File: config.mk
export PLATFORM = sky130hd
export DESIGN_NAME = chargen_src
export DESIGN_NICKNAME = d
export VERILOG_FILES = /design/src/rtl/chargen_src_pkg.sv /design/src/rtl/chargen_src_mod_counter.sv /design/src/rtl/chargen_src.sv
export SDC_FILE = /design/constraint.sdc
export NUM_CORES = 1
export LEC_CHECK = 0
export CAP_MARGIN = 5
export CORE_UTILIZATION = 48
export DETAILED_ROUTE_END_ITERATION = 12
export PLACE_DENSITY = 0.7
export SLEW_MARGIN = 20
export SYNTH_ARGS = -nofsm -noshare
export SYNTH_HDL_FRONTEND = slang
export SYNTH_SLANG_ARGS = --single-unit
File: constraint.sdc
create_clock -name clk -period 3.9 [get_ports clk]
set_input_delay 0.78 -clock clk [delete_from_list [all_inputs] [get_ports clk]]
set_output_delay 0.78 -clock clk [all_outputs]
set_load 0.05 [all_outputs]
File: src/rtl/chargen_src_pkg.sv
// +------------------------------------------------------------------+
// | chargen_src_pkg : shared ASCII constants and FSM state encoding  |
// | rev 1.0                                                          |
// +------------------------------------------------------------------+
`default_nettype none

`ifndef TRUE
`define TRUE 1'b1
`endif
`ifndef FALSE
`define FALSE 1'b0
`endif

package chargen_src_pkg;

  localparam logic [7:0] ASCII_CR = 8'h0D;
  localparam logic [7:0] ASCII_LF = 8'h0A;
  localparam logic [7:0] ASCII_SP = 8'h20;

  typedef enum logic [1:0] {
    IDLE = 2'd0,
    CHAR = 2'd1,
    CR   = 2'd2,
    LF   = 2'd3
  } state_t;

endpackage

`default_nettype wire

File: src/rtl/chargen_src_mod_counter.sv
// +------------------------------------------------------------------+
// | mod_counter : modulo-MOD counter with load; exposes its next     |
// | value so the owner can register data derived from it same-edge.  |
// | rev 1.0                                                          |
// +------------------------------------------------------------------+
`default_nettype none

module mod_counter #(
  parameter int MOD = 95,
  parameter int W   = 7
) (
  input  logic         clk,
  input  logic         rst,
  input  logic         inc,
  input  logic         load,
  input  logic [W-1:0] load_val,
  output logic [W-1:0] q_nxt
);

  localparam logic [W-1:0] C_MAX = W'(MOD - 1);

  logic [W-1:0] r_q;

  // load has priority over inc
  always_comb begin
    q_nxt = r_q;
    if (load) begin
      q_nxt = load_val;
    end else if (inc) begin
      q_nxt = (r_q == C_MAX) ? '0 : r_q + W'(1);
    end
  end

  always_ff @(posedge clk) begin
    if (rst) begin
      r_q <= '0;
    end else begin
      r_q <= q_nxt;
    end
  end

endmodule

`default_nettype wire

File: src/rtl/chargen_src.sv
// +------------------------------------------------------------------+
// | chargen_src : RFC 864 character generator feeding a byte sink    |
// | over an active-low valid/ready handshake. rev 1.0                |
// +------------------------------------------------------------------+
`default_nettype none

module chargen_src
  import chargen_src_pkg::*;
#(
  parameter int         LINE_LEN = 72,
  parameter logic [7:0] FIRST_CH = ASCII_SP,
  parameter int         NCHARS   = 95
) (
  input  logic        clk,
  input  logic        rst,
  input  logic        en,
  input  logic        ready_n,
  output logic [7:0]  data,
  output logic        valid_n,
  output logic [15:0] line_cnt
);

  localparam logic [7:0] C_LAST_COL = 8'(LINE_LEN - 1);

  state_t      r_state;
  state_t      r_pend;
  logic        r_valid_n;
  logic [7:0]  r_data;
  logic [7:0]  r_col;
  logic [15:0] r_line_cnt;

  state_t      w_state_nxt;
  state_t      w_pend_nxt;
  state_t      w_kind;
  logic        w_valid_n_nxt;
  logic [7:0]  w_data_nxt;
  logic [7:0]  w_col_nxt;
  logic        w_xfer;
  logic        w_advance;
  logic        w_cur_inc;
  logic        w_cur_load;
  logic        w_line_inc;
  logic        w_cnt_inc;
  logic [6:0]  w_cur_nxt;
  logic [6:0]  w_line_nxt;

  assign w_xfer = !r_valid_n && !ready_n;

  mod_counter #(.MOD(NCHARS), .W(7)) u_cur_off (
    .clk      (clk),
    .rst      (rst),
    .inc      (w_cur_inc),
    .load     (w_cur_load),
    .load_val (w_line_nxt),
    .q_nxt    (w_cur_nxt)
  );

  mod_counter #(.MOD(NCHARS), .W(7)) u_line_off (
    .clk      (clk),
    .rst      (rst),
    .inc      (w_line_inc),
    .load     (`FALSE),
    .load_val (7'd0),
    .q_nxt    (w_line_nxt)
  );

  // Sequencing: which byte kind comes next and which counters step.
  always_comb begin
    w_kind     = r_pend;
    w_advance  = `FALSE;
    w_col_nxt  = r_col;
    w_cur_inc  = `FALSE;
    w_cur_load = `FALSE;
    w_line_inc = `FALSE;
    w_cnt_inc  = `FALSE;
    unique case (r_state)
      IDLE: begin
        w_advance = en;
      end
      CHAR: begin
        if (w_xfer) begin
          w_advance = `TRUE;
          w_cur_inc = `TRUE;
          w_col_nxt = r_col + 8'd1;
          w_kind    = (r_col == C_LAST_COL) ? CR : CHAR;
        end
      end
      CR: begin
        if (w_xfer) begin
          w_advance = `TRUE;
          w_kind    = LF;
        end
      end
      LF: begin
        if (w_xfer) begin
          w_advance  = `TRUE;
          w_line_inc = `TRUE;
          w_cur_load = `TRUE;
          w_col_nxt  = 8'd0;
          w_cnt_inc  = `TRUE;
          w_kind     = CHAR;
        end
      end
      default: ;
    endcase
  end

  // Offer the next byte, or park in IDLE remembering what was due.
  always_comb begin
    w_state_nxt   = r_state;
    w_pend_nxt    = r_pend;
    w_valid_n_nxt = r_valid_n;
    w_data_nxt    = r_data;
    if (w_advance) begin
      if (en) begin
        w_state_nxt   = w_kind;
        w_valid_n_nxt = `FALSE;
        unique case (w_kind)
          CR:      w_data_nxt = ASCII_CR;
          LF:      w_data_nxt = ASCII_LF;
          default: w_data_nxt = FIRST_CH + {1'b0, w_cur_nxt};
        endcase
      end else begin
        w_state_nxt   = IDLE;
        w_pend_nxt    = w_kind;
        w_valid_n_nxt = `TRUE;
      end
    end
  end

  always_ff @(posedge clk) begin
    if (rst) begin
      r_state    <= IDLE;
      r_pend     <= CHAR;
      r_valid_n  <= 1'b1;
      r_data     <= 8'h00;
      r_col      <= 8'd0;
      r_line_cnt <= 16'd0;
    end else begin
      r_state   <= w_state_nxt;
      r_pend    <= w_pend_nxt;
      r_valid_n <= w_valid_n_nxt;
      r_data    <= w_data_nxt;
      r_col     <= w_col_nxt;
      if (w_cnt_inc) begin
        r_line_cnt <= r_line_cnt + 16'd1;
      end
    end
  end

  assign data     = r_data;
  assign valid_n  = r_valid_n;
  assign line_cnt = r_line_cnt;

endmodule

`default_nettype wire

==> results of run 1 <==
kinds of logic (layout without fill, tap and decap cells):
| family | after synthesis | after routing | synth area share (%) |
|---|---|---|---|
| AOI/OAI and AO/OA | 77 | 77 | 19.4 |
| adders and majority gates | 7 | 7 | 3.37 |
| DFF | 51 | 51 | 39.2 |
| and+or+nand+nor | 136 | 136 | 27.5 |
| xor gates and xnor gates | 18 | 18 | 6.06 |
| muxes | 2 | 2 | 0.817 |
| buffers and inverters | 20 | 44 | 3.61 |
worst min path at each step:
stage | cells past startpoint | from | end
global placement | 2 | data[0]$_SDFFE_PP0P_ | data[0]$_SDFFE_PP0P_
detailed placement | 2 | data[0]$_SDFFE_PP0P_ | data[0]$_SDFFE_PP0P_
global route | 2 | data[0]$_SDFFE_PP0P_ | data[0]$_SDFFE_PP0P_
CTS | 2 | data[0]$_SDFFE_PP0P_ | data[0]$_SDFFE_PP0P_
floorplan | 2 | r_col[1]$_SDFFE_PP0P_ | r_col[1]$_SDFFE_PP0P_
finish | 2 | data[0]$_SDFFE_PP0P_ | data[0]$_SDFFE_PP0P_
synthesized netlist by cell type (2+ instances only):
master	number
a211oi_1	2
a2bb2oi_1	4
inv_1	6
or4b_1	2
nand3_1	10
a31oi_1	2
nor3_1	12
nand2b_1	4
and3_1	5
a221oi_1	2
o21ai_1	2
a211o_1	2
ha_1	7
xor2_1	7
o21a_1	4
buf_6	2
nor3b_1	2
nand3b_1	7
xnor2_1	11
buf_2	3
or3_1	8
a21oi_1	22
o21ai_0	21
clkbuf_1	9
nand2_1	27
a22oi_1	2
nor2_1	43
nand4_1	4
dfxtp_1	51
metrics by stage:
step                power, uW  area (um2)  cells  setup slack [ps]  hold WS (ps)
detailed placement        676        2910    397               602           451
global placement          674        2910    397               664           441
global route             1010        3000    405               828           488
CTS                       982        3000    405               934           463
floorplan                 646        2600    311              1330           458
finish                    976        3000    405               928           458
power groups by stage:
stage	registers [uW]	logic (uW)	clock network (uW)
after detailed placement	563	113	0
after global placement	562	112	0
after CTS	551	113	318
final	550	113	313
after floorplan	583	63.1	0
after global routing	554	121	337
layout make-up:
| class | count | area, um2 | area share, % |
|---|---|---|---|
| Clock buffer | 5 | 68.8 | 2.30 |
| Clock inverter | 3 | 20.0 | 0.668 |
| Inverter | 6 | 22.5 | 0.751 |
| Multi-Input combinational cell | 240 | 1490 | 49.6 |
| Sequential cell | 51 | 1020 | 34.1 |
| Tap cell | 70 | 87.6 | 2.92 |
| Timing Repair Buffer | 30 | 290 | 9.68 |
worst register-to-register path, cell delays in order, from the launching register on:
cell	delay, ps
dfxtp_1	430
or3b_4	560
or4_1	430
a21oi_1	160
a221o_2	150
ha_1	230
nand2_1	60
a2bb2oi_1	150
nor2_1	50
metal layers:
layer  share of wire (%)  wire length, um  GRT usage, %  vias up
li1                    -                -             -     1157
met1                  51             2760          28.5     1071
met2                  44             2390          30.3       38
met3                 3.6              194          5.03        6
met4                 1.2               63          6.17        0
met5                   0                0             0        -
flip-flops by register name, indices dropped and copies added, names as in the netlist:
register / count
r_col: 8
line_cnt: 16
valid_n: 1
r_pend: 2
r_state: 2
data: 8
u_line_off.r_q: 7
u_cur_off.r_q: 7
==> summary.txt, run 1 <==
Status - completed
Initial cell density of the core - 50.3%
Core Box Area - 0.00517 mm2
Initial DRT Pass Iterations - 4
GRT Total Usage - 20.2%
Cell Chain, Critical Path - clkdlybuf4s50_1, or3b_4, or4_1, a21oi_1, a221o_2, ha_1, nand2_1, a2bb2oi_1, nor2_1
Diodes inserted - 0
Reg2reg end - data[6]$_SDFFE_PP0P_
Leakage - 0.00100 uW
Die Area - 0.00572 mm2
Clock Latency Late Sink - 310 ps
Final Slew Violations - 0
Ports - 29
Clock tree from TritonCTS - yes
Sw power - 273 uW
Antenna violations before repair - 0
Int Power - 703 uW
Slowest CP cell - clkdlybuf4s50_1
Synth cell types - 57
CP max stage delay - 570 ps
Final wirelength - 5.41 mm
Setup CP Type - in2reg
Final ANT Viol Nets - 0
Ranking of synthesized cells by area - dfxtp_1 39%, nor2_1 6.2%, a21oi_1 4.2%
CP top delay family - simple AND/OR/NAND/NOR gates
Final worst-path cycle share - 76.2%
R2R setup slack - 1560 ps
Fmax - 336 MHz
VDD IR-drop max - 0.000222 V
Layout Area Growth over Synthesis - 15.2%
Worst EP required - 4070 ps
Register share of total power - 56.4%
Asr flop ratio synth - 0%
R2R Path Start - valid_n$_SDFFE_PP1N_
Vias per cell - 5.61
Total CTS buffers - 5
Grt ovf - 0
Chip height - 75.6 um
YS warnings - 0
FF-to-FF path depth - 8
Initial DRC count - 118
CP Data Arrival Time - 3150 ps
IO buf count - 28
Crit-path max FO - 21
Layout Nets - 345
Max_cap viols - 0
Root Driver - clkbuf_8
Slew headroom - 38.5%
Switching share of power - 28.0%
Wire per inst - 13.3 um
Reg clk slew, reported paths - 90 ps
Worst path bufs/invs - 1
Ratio of cells with drive above 1 in the final layout - 6.87%
Setup tns final - 0 ps
Most common cell after layout, fill and taps aside - dfxtp_1
Yosys reg bits - 51
Mean Syn Cell Area - 8.37 um2
Clock Power Share - 32.0%
Vias - 2272
Layout fillers - 487
Worst min path class - reg2reg
EDFF count, synth - 0
Synth top area share - 39.2%
Clock skew - 6.88 ps
DRC errors left - 0
First-pass GRT wire length - 8.76 mm
DP HPWL - 3.62 mm
CTS sink cnt - 51
CP Capture Point - data[6]$_SDFFE_PP0P_
Row count - 26
Util after Layout - 58.0%
Main synth FF type - dfxtp_1
Worst-Margin Slew - 923 ps
Final Hold Fails - 0
Crit end category - flop
Unrepaired setup endpoints after global routing - no
Mapped Nets - 322
CTS max path bufs - 2
Vias in the first global route - 1847
Post-CTS Setup Inserts - 0
Comb pwr share - 11.6%
Max H-tree Level - 2
Chip width - 75.6 um
Largest net degree at the start of global routing - 52
Post_cts resized - 0
CP Launch Type - input port
Hold-fix buffers, CTS - 0
Sequential element share of the synthesized area - 39.2%
Tmin final - 2970 ps
Mapped Cells - 311
Setup crit start - ready_n
Placer Congestion - 0.871
Synth area leader - dfxtp_1
Most frequent cells in the layout - 51 x dfxtp_1, 43 x nor2_1, 27 x nand2_1, 27 x clkdlybuf4s50_1, 22 x a21oi_1
# setup viols final - 0
WP depth - 9
Synthesized area - 0.00260 mm2
Power Dens Cells - 326 mW/mm2
Note: power is estimated with default switching activity, not from simulation.
==> run 2, diff against run 1 <==
Clock period 3.9 ns to 2.8 ns, I/O delays scaled along.
==> run 2 against run 1 <==
Compared with the run above: sequential share of layout area decreased by 0.87 points; routed wire length increased by 4.2%; via count increased by 0.79%; hold slack got worse by 2.2 ps; core utilization increased by 1.5 points; critical path type unchanged; critical endpoint unchanged; count of clock-buffer cells in the layout increased by 3; worst setup slack got worse by 530 ps; first-iteration DRC count increased by 13%; register-to-register slack got worse by 1100 ps; die area unchanged; clock skew about the same.
==> summary.txt, run 2 (same netlist as run 1, synthesis figures left out) <==
Final Slew Violations - 0 (unchanged)
Root Driver - clkbuf_8 (unchanged)
CP top delay family - simple AND/OR/NAND/NOR gates (unchanged)
Worst EP required - 2980 ps (was 4070 ps)
Final Hold Fails - 0 (unchanged)
DP HPWL - 3.88 mm (was 3.62 mm)
Reg clk slew, reported paths - 90 ps (about the same)
Cell Chain, Critical Path - clkdlybuf4s50_1, or3b_4, or4_1, a21oi_1, a221o_2, ha_1, nand2_1, a2bb2oi_1, nor2_1 (unchanged)
Chip height - 75.6 um (unchanged)
Clock skew - 6.96 ps (was 6.88 ps)
CTS max path bufs - 2 (unchanged)
Tmin final - 2400 ps
Fin cells - 414 (was 405)
Wire per inst - 13.6 um (was 13.3 um)
Chip width - 75.6 um (unchanged)
Row count - 26 (unchanged)
GRT Total Usage - 21.2% (was 20.2%)
Worst path bufs/invs - 1 (unchanged)
Slew headroom - 57.6% (was 38.5%)
Layout Nets - 354 (was 345)
Core Box Area - 0.00517 mm2 (unchanged)
Crit-path max FO - 4 (was 21)
Max_cap viols - 0 (unchanged)
Clock Latency Late Sink - 310 ps (about the same)
Slowest CP cell - clkdlybuf4s50_1 (unchanged)
Clock tree from TritonCTS - yes (unchanged)
CP Data Arrival Time - 2580 ps (was 3150 ps)
Initial DRT Pass Iterations - 4 (unchanged)
Max reg flops - 16 (unchanged)
Ports - 29 (unchanged)
Unrepaired setup endpoints after global routing - no (unchanged)
Antenna violations before repair - 0 (unchanged)
Total CTS buffers - 5 (unchanged)
Leakage - 0.00106 uW (was 0.00100 uW)
Grt ovf - 0 (unchanged)
Hold-fix buffers, CTS - 0 (unchanged)
Vias - 2290 (was 2272)
First-pass GRT wire length - 9.20 mm (was 8.76 mm)
Most frequent cells in the layout - 51 x dfxtp_1, 43 x nor2_1, 27 x nand2_1, 27 x clkdlybuf4s50_1, 22 x a21oi_1 (unchanged)
Power Dens Cells - 454 mW/mm2 (was 326 mW/mm2)
Final ANT Viol Nets - 0 (unchanged)
Post_cts resized - 0 (unchanged)
DRC errors left - 0 (unchanged)
Initial cell density of the core - 50.3% (unchanged)
Setup CP Type - in2reg (unchanged)
Post-CTS Setup Inserts - 0 (unchanged)
Vias in the first global route - 1959 (was 1847)
Vias per cell - 5.53 (was 5.61)
Placed cell count - 406 (was 397)
Ratio of cells with drive above 1 in the final layout - 9.01% (was 6.87%)
Worst-Margin Slew - 632 ps (was 923 ps)
Reg area - 0.00102 mm2 (unchanged)
Diodes inserted - 0 (unchanged)
CP max stage delay - 430 ps (was 570 ps)
Worst min path class - reg2reg (unchanged)
Most common cell after layout, fill and taps aside - dfxtp_1 (unchanged)
Die Area - 0.00572 mm2 (unchanged)
Final worst-path cycle share - 85.9%
Layout fillers - 450 (was 487)
Largest net degree at the start of global routing - 35 (was 52)
Final wirelength - 5.63 mm (was 5.41 mm)
VDD IR-drop max - 0.000269 V (was 0.000222 V)
Status - completed (unchanged)
CTS sink cnt - 51 (unchanged)
Crit end category - flop (unchanged)
Setup tns final - 0 ps (unchanged)
IO buf count - 28 (unchanged)
Max H-tree Level - 2 (unchanged)
Initial DRC count - 133 (was 118)
Multi-input gate area - 0.00149 mm2 (unchanged)
# setup viols final - 0 (unchanged)
Fmax - 416 MHz
CP Launch Type - input port (unchanged)
Placer Congestion - 0.838 (was 0.871)
Layout Area Growth over Synthesis - 18.2% (was 15.2%)
run 2: cell types whose count changed in the layout (fill, tap and decap cells not counted), sizes merged:
cell / change
clkbuf: +3
buf: +9
clkinv: -1
clkinvlp: -2
run 2: final timing paths:
kind | startpoint | end | slack [ps] | depth (start not counted)
max | ready_n | data[6]$_SDFFE_PP0P_ | 400 | 9
max reg2reg | u_cur_off.r_q[0]$_SDFF_PP0_ | data[6]$_SDFFE_PP0P_ | 500 | 11
min reg2reg | data[0]$_SDFFE_PP0P_ | data[0]$_SDFFE_PP0P_ | 460 | 2
min | data[0]$_SDFFE_PP0P_ | data[0]$_SDFFE_PP0P_ | 460 | 2
run 2: cell type report:
cell class / instances / share of cell area (%)
clock buffers: 8 / 3.25
inverters: 6 / 0.732
multi-input cells: 240 / 48.4
flip-flops and latches: 51 / 33.2
well taps: 70 / 2.85
repair buffers: 39 / 11.6
run 2: power breakdown:
group	total (uW)	leakage, uW	internal, uW	switching, uW
clock network	466	0.0000515	226	240
registers	766	0.000413	745	21.3
logic	165	0.000595	63.5	101
run 2: worst reg2reg max path: cells and delay by family (launching register included):
kind / cells / cell delay [ps]
flip-flops: 1 / 340
adder cells (fa/ha/maj): 2 / 440
AND/OR/NAND/NOR: 4 / 330
AO/OA/AOI/OAI: 4 / 940
buffers and inverters: 1 / 130
run 2: routing by layer:
metal | part of all wire [%] | track usage (%) | vias up
met1 | 51 | 29.0 | 1057
li1 | - | - | 1181
met5 | 0 | 0 | -
met2 | 45 | 33.5 | 44
met4 | 1.6 | 8.85 | 0
met3 | 2.9 | 3.17 | 8
run 2: through the flow:
stage | util [%] | hold slack [ps] | power (uW) | worst slack (ps) | cell area [um2]
2_1_floorplan | - | 458 | 900 | 445 | 2600
3_3_place_gp | 57.5 | 441 | 945 | 92.5 | 2980
3_5_place_dp | 57.5 | 447 | 947 | 72.1 | 2980
4_1_cts | 59.5 | 461 | 1410 | 405 | 3080
5_1_grt | 59.5 | 495 | 1460 | 311 | 3080
6_report | 59.5 | 456 | 1400 | 396 | 3080
==> variant (flow settings as in run 2) <==
The 4 states of `state_t` get a Gray code encoding in 2 bits.
--- a/src/rtl/chargen_src_pkg.sv
+++ b/src/rtl/chargen_src_pkg.sv
@@ -18,10 +18,10 @@
   localparam logic [7:0] ASCII_SP = 8'h20;
 
   typedef enum logic [1:0] {
-    IDLE = 2'd0,
-    CHAR = 2'd1,
-    CR   = 2'd2,
-    LF   = 2'd3
+    IDLE = 2'b00,
+    CHAR = 2'b01,
+    CR   = 2'b11,
+    LF   = 2'b10
   } state_t;
 
 endpackage
Check against the original RTL: same outputs for any inputs over 10 cycles, from zero or initial values and one cycle with rst high; not proved beyond that.
==> variant against run 2 <==
  * Clock skew up 0.61 ps
  * Power up 0.39%
  * Sequential cell count unchanged
  * Design area up 1.1%
  * Synthesized area unchanged
  * Wire length up 9.4%
  * Largest power group unchanged
  * Worst setup slack better by 8.0 ps
==> variant: results (changes against run 2) <==
* Outcome: finished clean
* Layout cells sized above 1 at 7.12% (-1.9 points)
* Iter 0 DRT Violations at 230 (+73%)
* Place WS at 82.5 ps (+10.4 ps)
* CP max FO at 16 (+12)
* Hold Startpoint: data[7]
* GRT met1 Usage at 33.0% (+3.9 points)
* Syn Inst Count at 319 (+2.6%)
* Worst rel slew slack at 59.9% (+2.4 points)
* Nets at 361 (+2.0%)
* Final wirelength at 6.16 mm (+9.4%)
* Netlist cell types at 53 (-7.0%)
* Gpl congestion at 0.851 (+1.6%)
* DR vias at 2365 (+3.3%)
* Inst Count DP at 413 (+1.7%)
* CP max-delay cell: or4b_2
* Grt met3 use at 4.37% (+1.2 points)
* Hold slack at 469 ps (+12.9 ps)
* Comb. pwr at 114 µW (-31%)
* Sequential share of power at 53.6% (-1.2 points)
* Post-synth top cells: dfxtp_1, nor2_1, nand2_1
* Gr usage total at 23.5% (+2.2 points)
* Reg2reg start: r_state[0]
* Hpwl dp at 4.45 mm (+14%)
* Worst Hold Endpoint: data[7]
* DP Area at 2990 µm² (+0.50%)
* Synth area leaders: dfxtp_1, nor2_1, nand2_1
* Met2 WL at 2.77 mm (+9.5%)
* Worst path max stage delay at 900 ps (+470 ps)
* Synth Area in Compound Gates at 17.9% (-1.5 points)
* Crit path to: data[2]
* Synthesized Nets at 330 (+2.5%)
* Met2 usage at 37.1% (+3.6 points)
* Worst r2r path cells at 7 (-4)
* Filler cells at 481 (+6.9%)
* Post-synthesis mux area share at 1.15% (+0.34 points)
* Clk_skew at 7.57 ps (+0.607 ps)
* Peak VDD IR at 0.267 mV (-0.58%)
* Net Switching at 337 µW (-7.0%)
* Vias in the first global route at 2093 (+6.8%)
* Largest net degree at the start of global routing at 32 (-8.6%)
==> variant: cell count changes in the layout (fill, tap and decap cells not counted), sizes merged, moves of 3 or more <==
cell / delta
or2: +3
nor2: -4
nor3: -5
nand3b: -6
a31oi: +3
xor2: +5
nand4: +3
a2bb2oi: -4
nand2: +8
and2: +5
o21ai: -8
nor3b: -3
nand3: +5
==> variant: kinds of logic (layout without fill, tap and decap cells) <==
group	Yosys count	in the layout
buffers and inverters	23	55
multiplexers	3	3
flip-flops	51	51
AND/OR/NAND/NOR	140	140
adder cells (fa/ha/maj)	7	7
XOR/XNOR	22	22
AO/OA/AOI/OAI	73	73
==> variant: cell type report <==
cell class                      count  area (µm²)  share of cell area, %
Sequential cell                    51        1020                   32.8
Inverter                            7        26.3                  0.845
Multi-Input combinational cell    245        1490                   47.8
Clock inverter                      2        35.0                   1.13
Timing Repair Buffer               40         370                   11.9
Clock buffer                        6        82.6                   2.66
Tap cell                           70        87.6                   2.82
